[src/rtl/tc_mult_pkg.sv]
`default_nettype none
// ============================================================================
// Module : tc_mult_pkg
// Shared product width, saturation bounds and counter width for tc_pipe_mult.
// Rev    : 1.0
// ============================================================================
package tc_mult_pkg;

    localparam int SAT_CNT_W = 16;
    localparam int BOUND_W   = 128;

    // Both operands gain one extension bit, so the exact product needs two extra bits.
    function automatic int prod_w(input int a_w, input int b_w);
        return a_w + b_w + 2;
    endfunction

    function automatic logic [BOUND_W-1:0] sat_hi(input int out_w);
        return (BOUND_W'(1) << (out_w - 1)) - BOUND_W'(1);
    endfunction

    function automatic logic [BOUND_W-1:0] sat_lo(input int out_w);
        return BOUND_W'(1) << (out_w - 1);
    endfunction

endpackage
`default_nettype wire

[src/rtl/tc_mult_sat.sv]
`default_nettype none
// ============================================================================
// Module : tc_mult_sat
// Combinational round, arithmetic shift and saturate/wrap of a full product.
// Rev    : 1.0
// ============================================================================
module tc_mult_sat
    import tc_mult_pkg::*;
#(
    parameter int PROD_W = 36,
    parameter int OUT_W  = 33,
    parameter int SHIFT  = 0,
    parameter int ROUND  = 0,
    parameter int SAT    = 1
) (
    input  logic signed [PROD_W-1:0] i_prod,
    output logic signed [OUT_W-1:0]  o_dout,
    output logic                     o_ovf
);

    localparam int c_RW  = PROD_W + 1;
    localparam int c_RSH = (SHIFT > 0) ? SHIFT - 1 : 0;
    localparam logic [c_RW-1:0] c_RND = (ROUND != 0 && SHIFT > 0) ? (c_RW'(1) << c_RSH) : '0;
    localparam logic [BOUND_W-1:0] c_HI_FULL = sat_hi(OUT_W);
    localparam logic [BOUND_W-1:0] c_LO_FULL = sat_lo(OUT_W);
    localparam logic [OUT_W-1:0]   c_HI = c_HI_FULL[OUT_W-1:0];
    localparam logic [OUT_W-1:0]   c_LO = c_LO_FULL[OUT_W-1:0];

    logic signed [c_RW-1:0] w_r;
    logic signed [c_RW-1:0] w_s;

    assign w_r = {i_prod[PROD_W-1], i_prod} + c_RND;
    assign w_s = w_r >>> SHIFT;

    generate
        if (OUT_W >= c_RW) begin : g_fit
            assign o_dout = OUT_W'(w_s);
            assign o_ovf  = 1'b0;
        end else begin : g_clip
            logic [c_RW-OUT_W:0] w_top;
            logic                w_ovf;

            // In range exactly when every bit above the output sign bit repeats it.
            assign w_top  = w_s[c_RW-1:OUT_W-1];
            assign w_ovf  = !((&w_top) || !(|w_top));
            assign o_ovf  = w_ovf;
            assign o_dout = (w_ovf && SAT != 0) ? (w_s[c_RW-1] ? c_LO : c_HI)
                                                : w_s[OUT_W-1:0];
        end
    endgenerate

endmodule
`default_nettype wire

[src/rtl/tc_pipe_mult.sv]
`default_nettype none
// ============================================================================
// Module : tc_pipe_mult
// Pipelined fixed-point multiplier with valid/ready flow, rounding and saturation.
// Rev    : 1.0
// ============================================================================
module tc_pipe_mult
    import tc_mult_pkg::*;
#(
    parameter int A_W      = 16,
    parameter int B_W      = 18,
    parameter int A_SIGNED = 0,
    parameter int B_SIGNED = 1,
    parameter int OUT_W    = 33,
    parameter int SHIFT    = 0,
    parameter int ROUND    = 0,
    parameter int SAT      = 1,
    parameter int STAGES   = 1
) (
    input  logic                     ap_clk,
    input  logic                     ap_rst_n,
    input  logic                     in_valid,
    output logic                     in_ready,
    input  logic [A_W-1:0]           din0,
    input  logic [B_W-1:0]           din1,
    output logic                     out_valid,
    input  logic                     out_ready,
    output logic signed [OUT_W-1:0]  dout,
    output logic                     ovf,
    output logic [SAT_CNT_W-1:0]     sat_count
);

    localparam int c_PW = prod_w(A_W, B_W);

    logic                    w_adv;
    logic signed [A_W:0]     w_a;
    logic signed [B_W:0]     w_b;
    logic signed [c_PW-1:0]  w_a_x;
    logic signed [c_PW-1:0]  w_b_x;
    logic signed [c_PW-1:0]  w_prod;
    logic signed [c_PW-1:0]  w_sat_in;
    logic signed [OUT_W-1:0] w_dout;
    logic                    w_ovf;

    logic [STAGES-1:0]       r_vld;
    logic signed [OUT_W-1:0] r_dout;
    logic                    r_ovf;
    logic [SAT_CNT_W-1:0]    r_sat_cnt;

    // Whole pipeline moves in lockstep; bubbles are never squeezed out.
    assign w_adv    = out_ready || !r_vld[STAGES-1];
    assign in_ready = w_adv;

    assign w_a    = (A_SIGNED != 0) ? {din0[A_W-1], din0} : {1'b0, din0};
    assign w_b    = (B_SIGNED != 0) ? {din1[B_W-1], din1} : {1'b0, din1};
    assign w_a_x  = c_PW'(w_a);
    assign w_b_x  = c_PW'(w_b);
    assign w_prod = w_a_x * w_b_x;

    always_ff @(posedge ap_clk or negedge ap_rst_n) begin
        if (!ap_rst_n) begin
            r_vld <= '0;
        end else if (w_adv) begin
            r_vld <= (r_vld << 1) | STAGES'(in_valid);
        end
    end

    generate
        if (STAGES == 1) begin : g_direct
            assign w_sat_in = w_prod;
        end else begin : g_piped
            // Product registers ahead of the output stage, left for retiming into the DSP.
            logic signed [c_PW-1:0] r_prod [STAGES-1];

            always_ff @(posedge ap_clk or negedge ap_rst_n) begin
                if (!ap_rst_n) begin
                    for (int i = 0; i < STAGES - 1; i++) begin
                        r_prod[i] <= '0;
                    end
                end else if (w_adv) begin
                    r_prod[0] <= w_prod;
                    for (int i = 1; i < STAGES - 1; i++) begin
                        r_prod[i] <= r_prod[i-1];
                    end
                end
            end

            assign w_sat_in = r_prod[STAGES-2];
        end
    endgenerate

    tc_mult_sat #(
        .PROD_W (c_PW),
        .OUT_W  (OUT_W),
        .SHIFT  (SHIFT),
        .ROUND  (ROUND),
        .SAT    (SAT)
    ) u_sat (
        .i_prod (w_sat_in),
        .o_dout (w_dout),
        .o_ovf  (w_ovf)
    );

    always_ff @(posedge ap_clk or negedge ap_rst_n) begin
        if (!ap_rst_n) begin
            r_dout <= '0;
            r_ovf  <= 1'b0;
        end else if (w_adv) begin
            r_dout <= w_dout;
            r_ovf  <= w_ovf;
        end
    end

    always_ff @(posedge ap_clk or negedge ap_rst_n) begin
        if (!ap_rst_n) begin
            r_sat_cnt <= '0;
        end else if (r_vld[STAGES-1] && out_ready && r_ovf && (r_sat_cnt != '1)) begin
            r_sat_cnt <= r_sat_cnt + SAT_CNT_W'(1);
        end
    end

    assign out_valid = r_vld[STAGES-1];
    assign dout      = r_dout;
    assign ovf       = r_ovf;
    assign sat_count = r_sat_cnt;

endmodule
`default_nettype wire

[config.mk]
export PLATFORM = sky130hd
export DESIGN_NAME = tc_pipe_mult
export DESIGN_NICKNAME = d
export VERILOG_FILES = /design/src/rtl/tc_mult_pkg.sv /design/src/rtl/tc_mult_sat.sv /design/src/rtl/tc_pipe_mult.sv
export SDC_FILE = /design/constraint.sdc
export NUM_CORES = 1
export LEC_CHECK = 0
export CAP_MARGIN = 20
export CORE_MARGIN = 1.5
export CORE_UTILIZATION = 42
export DETAILED_ROUTE_END_ITERATION = 12
export DONT_BUFFER_PORTS = 1
export SYNTH_ARGS = -nofsm -noshare
export SYNTH_HDL_FRONTEND = slang
export SYNTH_HIERARCHICAL = 1
export SYNTH_SLANG_ARGS = --single-unit
[constraint.sdc]
create_clock -name ap_clk -period 1.8 [get_ports ap_clk]
set_input_delay 0.18 -clock ap_clk [delete_from_list [all_inputs] [get_ports ap_clk]]
set_output_delay 0.18 -clock ap_clk [all_outputs]
set_load 0.1 [all_outputs]
-- After elaboration in Yosys (flattened, before gate mapping)
Index checks and enable logic that the tools add are counted.
- output and inout bits: 52
- flip-flop bits (word level): 51
- eq/ne operators: 1
- add/subtract/negate cells: 1
- reduce and logical (&&, ||, !) cells: 10
- $mul: 1
- muxes and demuxes: 2
- operator list (kind ; count):
    $mux 33 ; 2
    $mul 17x18->35 ; 1
    $add 16x1->16 const B ; 1
    $ne 16x16->1 const B ; 1
    $reduce_and 4->1 ; 1
    $reduce_or 4->1 ; 1
    $logic_and 1x1->1 ; 3
    $logic_not 1->1 ; 3
    $logic_or 1x1->1 ; 2

-- Longest topological paths before layout
- word-level depth: 5
- gate-level depth with buffers: 30
- mapped depth without buffers: 26

-- By module
Netlist, hierarchy kept.
- modules (own cells, without submodules) (module ; sequential area each (um^2) ; area an instance (um^2) ; cells an instance ; times used):
    tc_pipe_mult ; 1276.2 ; 13250.2 ; 1440 ; 1
    tc_mult_sat ; 0.0 ; 812.0 ; 122 ; 1

-- Least setup slack after synthesis
OpenSTA, ideal clock, no wires.
- kind: input to register
- from: input din0[10]
- to: register r_dout[25], in the netlist dout[25]
- stages on the path: 29
- buffers on the path: 5
- arrival time: 6.929 ns
- path slack: -5.256 ns
- required time: 1.673 ns
- path through: clkbuf_1 clkbuf_1 nand2_1 fa_1 inv_1 fa_1 inv_1 fa_1 inv_1 fa_1 fa_1 inv_1 fa_1 inv_1 ha_1 buf_6 a211oi_2 nand2_1 a2111oi_2 nor3_2 a2111oi_4 a21o_2 a21oi_1 nand4b_1 buf_6 buf_6 nor4_1 nor3_1 mux2_2
- word-level cells in the longest chain between the ends: 5
- elaborated cells between the ends (all ways): 7
- classes of those cells: mul: 1; mux: 2; reduce/logical: 4
- ends and longest elaborated chain (item ; line ; source):
    start, declared ; tc_pipe_mult.sv:24 ; input logic [A_W-1:0] din0,
    $mul 17x18->35 * ; tc_pipe_mult.sv:58 ; assign w_prod = w_a_x * w_b_x;
    named net w_prod[34] ; tc_pipe_mult.sv:40 ; logic signed [c_PW-1:0] w_prod;
    $reduce_or 4->1 ; tc_mult_sat.sv:45 ; assign w_ovf = !((&w_top) || !(|w_top));
    $logic_not 1->1 ; tc_mult_sat.sv:45 ;
    $logic_or 1x1->1 ; tc_mult_sat.sv:45 ;
    $mux 33 * ; tc_mult_sat.sv:47 ; assign o_dout = (w_ovf && SAT != 0) ? (w_s[c_RW-1] ? c_LO : c_HI)
    named net w_dout[25] ; tc_pipe_mult.sv:42 ; logic signed [OUT_W-1:0] w_dout;
    end signal, assigned ; tc_pipe_mult.sv:109 ; r_dout <= w_dout;
    end, declared ; tc_pipe_mult.sv:46 ; logic signed [OUT_W-1:0] r_dout;
The timed path passes the listed nets; every way through them passes the cells marked *.
A chain may end at the register's enable or synchronous reset.

-- Worst setup path in the final report
- from: input din1[5]
- to: register r_dout[17], in the netlist dout[17]
- word-level cells in the longest chain between the ends: 5
- elaborated cells between the ends (all ways): 7
- classes of those cells: mul: 1; mux: 2; reduce/logical: 4
- ends and longest elaborated chain (item ; line ; source):
    start, declared ; tc_pipe_mult.sv:25 ; input logic [B_W-1:0] din1,
    $mul 17x18->35 * ; tc_pipe_mult.sv:58 ;
    named net w_prod[34] ; tc_pipe_mult.sv:40 ;
    $reduce_or 4->1 ; tc_mult_sat.sv:45 ;
    $logic_not 1->1 ; tc_mult_sat.sv:45 ;
    $logic_or 1x1->1 ; tc_mult_sat.sv:45 ;
    $mux 33 * ; tc_mult_sat.sv:47 ;
    named net w_dout[17] ; tc_pipe_mult.sv:42 ;
Marks and branches as above.

==> summary.md <==
| Metric | Value |
|---|---|
| Syn avg cell area | `about 9 µm²` |
| Fillers | `2945` |
| Syn Inst Count | `1562` |
| Vias | `10800` |
| Initial core utilization | `0.429` |
| Worst Path Buf+Inv | `7` |
| Clock latency on the worst-skew pair | `0.29 ns` |
| Die Wd | `186 µm` |
| First-pass GRT wire length | `56.6 mm` |
| Detailed Route WL | `approximately 34 mm` |
| Initial antenna violation count | `0` |
| Die area | `between 0.03 and 0.04 mm²` |
| Normalized max-slew margin | `0.682` |
| Placed cells | `about 2100` |
| Initial detailed-routing violation count | `401` |
| Tmin final | `approximately 6.2 ns` |
| Post-route cell area | `0.0174 mm²` |
| RSZ-0062 raised after global routing | `true` |
| Synth Register Bits | `51` |
| Largest net degree at the start of global routing | `52` |
| Tcrit/Tclk final | `3.47` |
| Total CTS buffers | `5` |
| Footprint of the multi-input gates | `0.0118 mm²` |
| Post-Synthesis Cell Area | `0.0141 mm²` |
| Sum of negative setup slack | `-148.18 ns` |
| Layout cells sized above 1 | `0.227` |
| CP Capture Type | `register` |
| Setup crit start kind | `input port` |
| Max Root-Sink Buffers | `2` |
| Antenna viol nets, final | `0` |
| All-Layer GR Usage | `0.206` |
| Worst EP required | `a little under 2 ns` |
| Distinct cells, synth | `61` |
| Kind of critical path | `input port to register` |
| Core ar. | `0.0328 mm²` |
| CTS tree | `done` |
| H-tree levels | `2` |
| Critical Path AT | `6.42 ns` |
| GPL Wtd Cong | `0.851` |
| Min-Delay Path Class | `input port to register` |
| Worst Skew | `0.00534 ns` |
| Post-synth top flop | `dfrtp_1` |
| Clk sink count | `approximately 50` |
| I/O pin count | `90` |
| Max-cap violations | `0` |
| Syn nets | `roughly 2000` |
| Non-Filler Instances | `2152` |
| Grt total ovfl | `0` |
| Largest fanout on the critical path | `16` |
| Clock slew at reported path FFs | `0.07 ns` |
| WL per Instance | `15.9 µm` |
| Placed Area | `0.0161 mm²` |
| Post-layout net count | `2130` |
| Worst-Margin Slew | `0.474 ns` |
| Number of flops mapped to enable cells by yosys | `0` |
| # port buffers | `0` |
| Crit-path slowest cell | `fa_1` |
| Diodes inserted | `0` |
| Final-report setup violation count | `39` |
| Die H | `186 µm` |
| Syn-to-layout area delta | `23.4%` |
| Detailed placement HPWL | `about 27 mm` |
| Most frequent CP cell | `fa_1` |
| FF+latch area | `~0.0013 mm²` |
| Vias in the first global route | `12000` |
| Final max-slew violation count | `0` |
| Fraction of the yosys area taken by sequential cells | `0.0908` |
| Max stage delay on crit path | `0.54 ns` |
| CP delay by family, top | `adder cells` |
| Row Count | `66` |
| DRC | `0` |
| Vias per inst | `between 5 and 6` |
| Fin worst setup slack | `-4.44 ns` |
| DR pass1 iterations | `6` |
| Synth Warn # | `6` |
| Clock tree root driver cell | `clkbuf_16` |
| Final hold vios | `0` |
| Failing checks | `setup timing` |
| Hold slack | `0.340 ns` |
| Status | `complete, but fails checks` |
| Fmax | `160 MHz` |
| Asr flop ratio synth | `1.00` |
-- metal layers --
metal	track usage	routed length, µm	vias to the layer above
met3	0.0172	997	60
li1	-	-	4997
met2	0.394	18700	204
met5	0	0	-
met1	0.242	13600	5517
met4	0.0590	875	0
-- logic make-up after synthesis --
group	after synthesis	synth area share
AND/OR/NAND/NOR	475	0.169
XOR/XNOR	42	0.0262
AO/OA/AOI/OAI	111	0.0574
multiplexers	36	0.0287
buffers and inverters	464	0.131
flip-flops	51	0.0908
adder cells (fa/ha/maj)	383	0.497
-- per-stage QoR --
| stage | utilization | setup slack [ns] |
|---|---|---|
| 6_report | 0.529 | -4.44 |
| 3_3_place_gp | 0.492 | -4.70 |
| 3_5_place_dp | 0.492 | -4.81 |
| 2_1_floorplan | - | -4.79 |
| 4_1_cts | 0.504 | -4.36 |
| 5_1_grt | 0.529 | -4.67 |
-- sequential cells by signal, indices dropped and copies added, names as in the netlist --
signal     cells
dout          33
sat_count     16
out_valid      1
ovf            1
-- synth_stat cells, drive strengths merged (3+ instances only) --
cell / count / area, µm²
nor2: 24 / 92.6
buf: 26 / 196
a211o: 3 / 26.3
fa: 293 / 5870
a21boi: 35 / 278
ha: 90 / 1130
nand4: 9 / 56.3
nor3: 44 / 225
nand2: 198 / 743
and4: 3 / 26.3
a31oi: 3 / 18.8
inv: 388 / 1460
xor2: 8 / 70.1
clkbuf: 50 / 189
nor4: 34 / 219
or3: 4 / 26.3
nand2b: 8 / 50.1
o21a: 3 / 22.5
and2: 118 / 738
mux2: 35 / 394
o21ai: 16 / 80.1
a21o: 6 / 48.8
xnor2: 34 / 298
a21oi: 24 / 120
nand3: 17 / 85.1
nor2b: 7 / 43.8
o211ai: 5 / 42.5
dfrtp: 51 / 1280
and3: 6 / 38.8
-- tightest hold or removal path: cells and delay by family --
kind	cells	cell delay, ns
xor+xnor	1	0.06
simple gates	3	0.36
-- final cells by class --
cell class | instances | share of cell area
tap | 442 | 0.0319
timing repair buffer | 216 | 0.117
multi-input combinational | 1047 | 0.682
sequential | 51 | 0.0763
clock buffer | 7 | 0.00880
inverter | 388 | 0.0839
clock inverter | 1 | 0.000433
-- cell usage in the layout (no fill, tap or decap), types with 4 or more instances in the layout --
| cell type | synthesis | final |
|---|---|---|
| inv_1 | 388 | 385 |
| fa_1 | 293 | 286 |
| nand2_1 | 198 | 191 |
| buf_4 | 2 | 182 |
| and2_1 | 118 | 114 |
| ha_1 | 90 | 83 |
| dfrtp_1 | 51 | 33 |
| xnor2_1 | 34 | 32 |
| nor4_4 | 0 | 32 |
| nor3_1 | 43 | 28 |
| mux2_2 | 35 | 25 |
| nor2_1 | 23 | 23 |
| a21oi_1 | 24 | 19 |
| a21boi_1 | 13 | 18 |
| clkbuf_16 | 0 | 16 |
| nor3_2 | 1 | 15 |
| a21boi_0 | 20 | 15 |
| nand3_1 | 17 | 14 |
| o21ai_0 | 15 | 12 |
| mux2_4 | 0 | 10 |
| dfrtp_4 | 0 | 10 |
| nand4_1 | 9 | 9 |
| xor2_1 | 8 | 8 |
| dfrtp_2 | 0 | 8 |
| buf_12 | 0 | 8 |
| buf_6 | 10 | 8 |
| nor2b_1 | 7 | 7 |
| nand2b_1 | 8 | 7 |
| fa_2 | 0 | 7 |
| ha_4 | 0 | 7 |
| nand2_2 | 0 | 6 |
| and2_4 | 0 | 4 |
| o211ai_1 | 4 | 4 |
| a21oi_2 | 0 | 4 |
-- final timing paths --
check	cells past startpoint	slack, ns	startpoint	endpoint
max in group asynchronous	2	1.13	ap_rst_n	sat_count[0]
max reg2reg	8	-0.16	sat_count[9]	sat_count[15]
min reg2reg	1	0.51	dout[19]	dout[19]
min in group asynchronous	2	0.40	ap_rst_n	dout[7]
max	26	-4.44	din1[5]	dout[17]
min	4	0.34	out_ready	sat_count[8]
-- what timing repair did --
item,CTS,global route
resized for setup,27,96
setup endpoints to repair,40,41
cloned,0,10
setup buffers,3,8
hold buffers,3,0
hold endpoints to repair,52,0
pin swaps,10,57
Power is not shown: default switching activity piles up to over one toggle a cycle in this logic, so the estimate is an artifact.
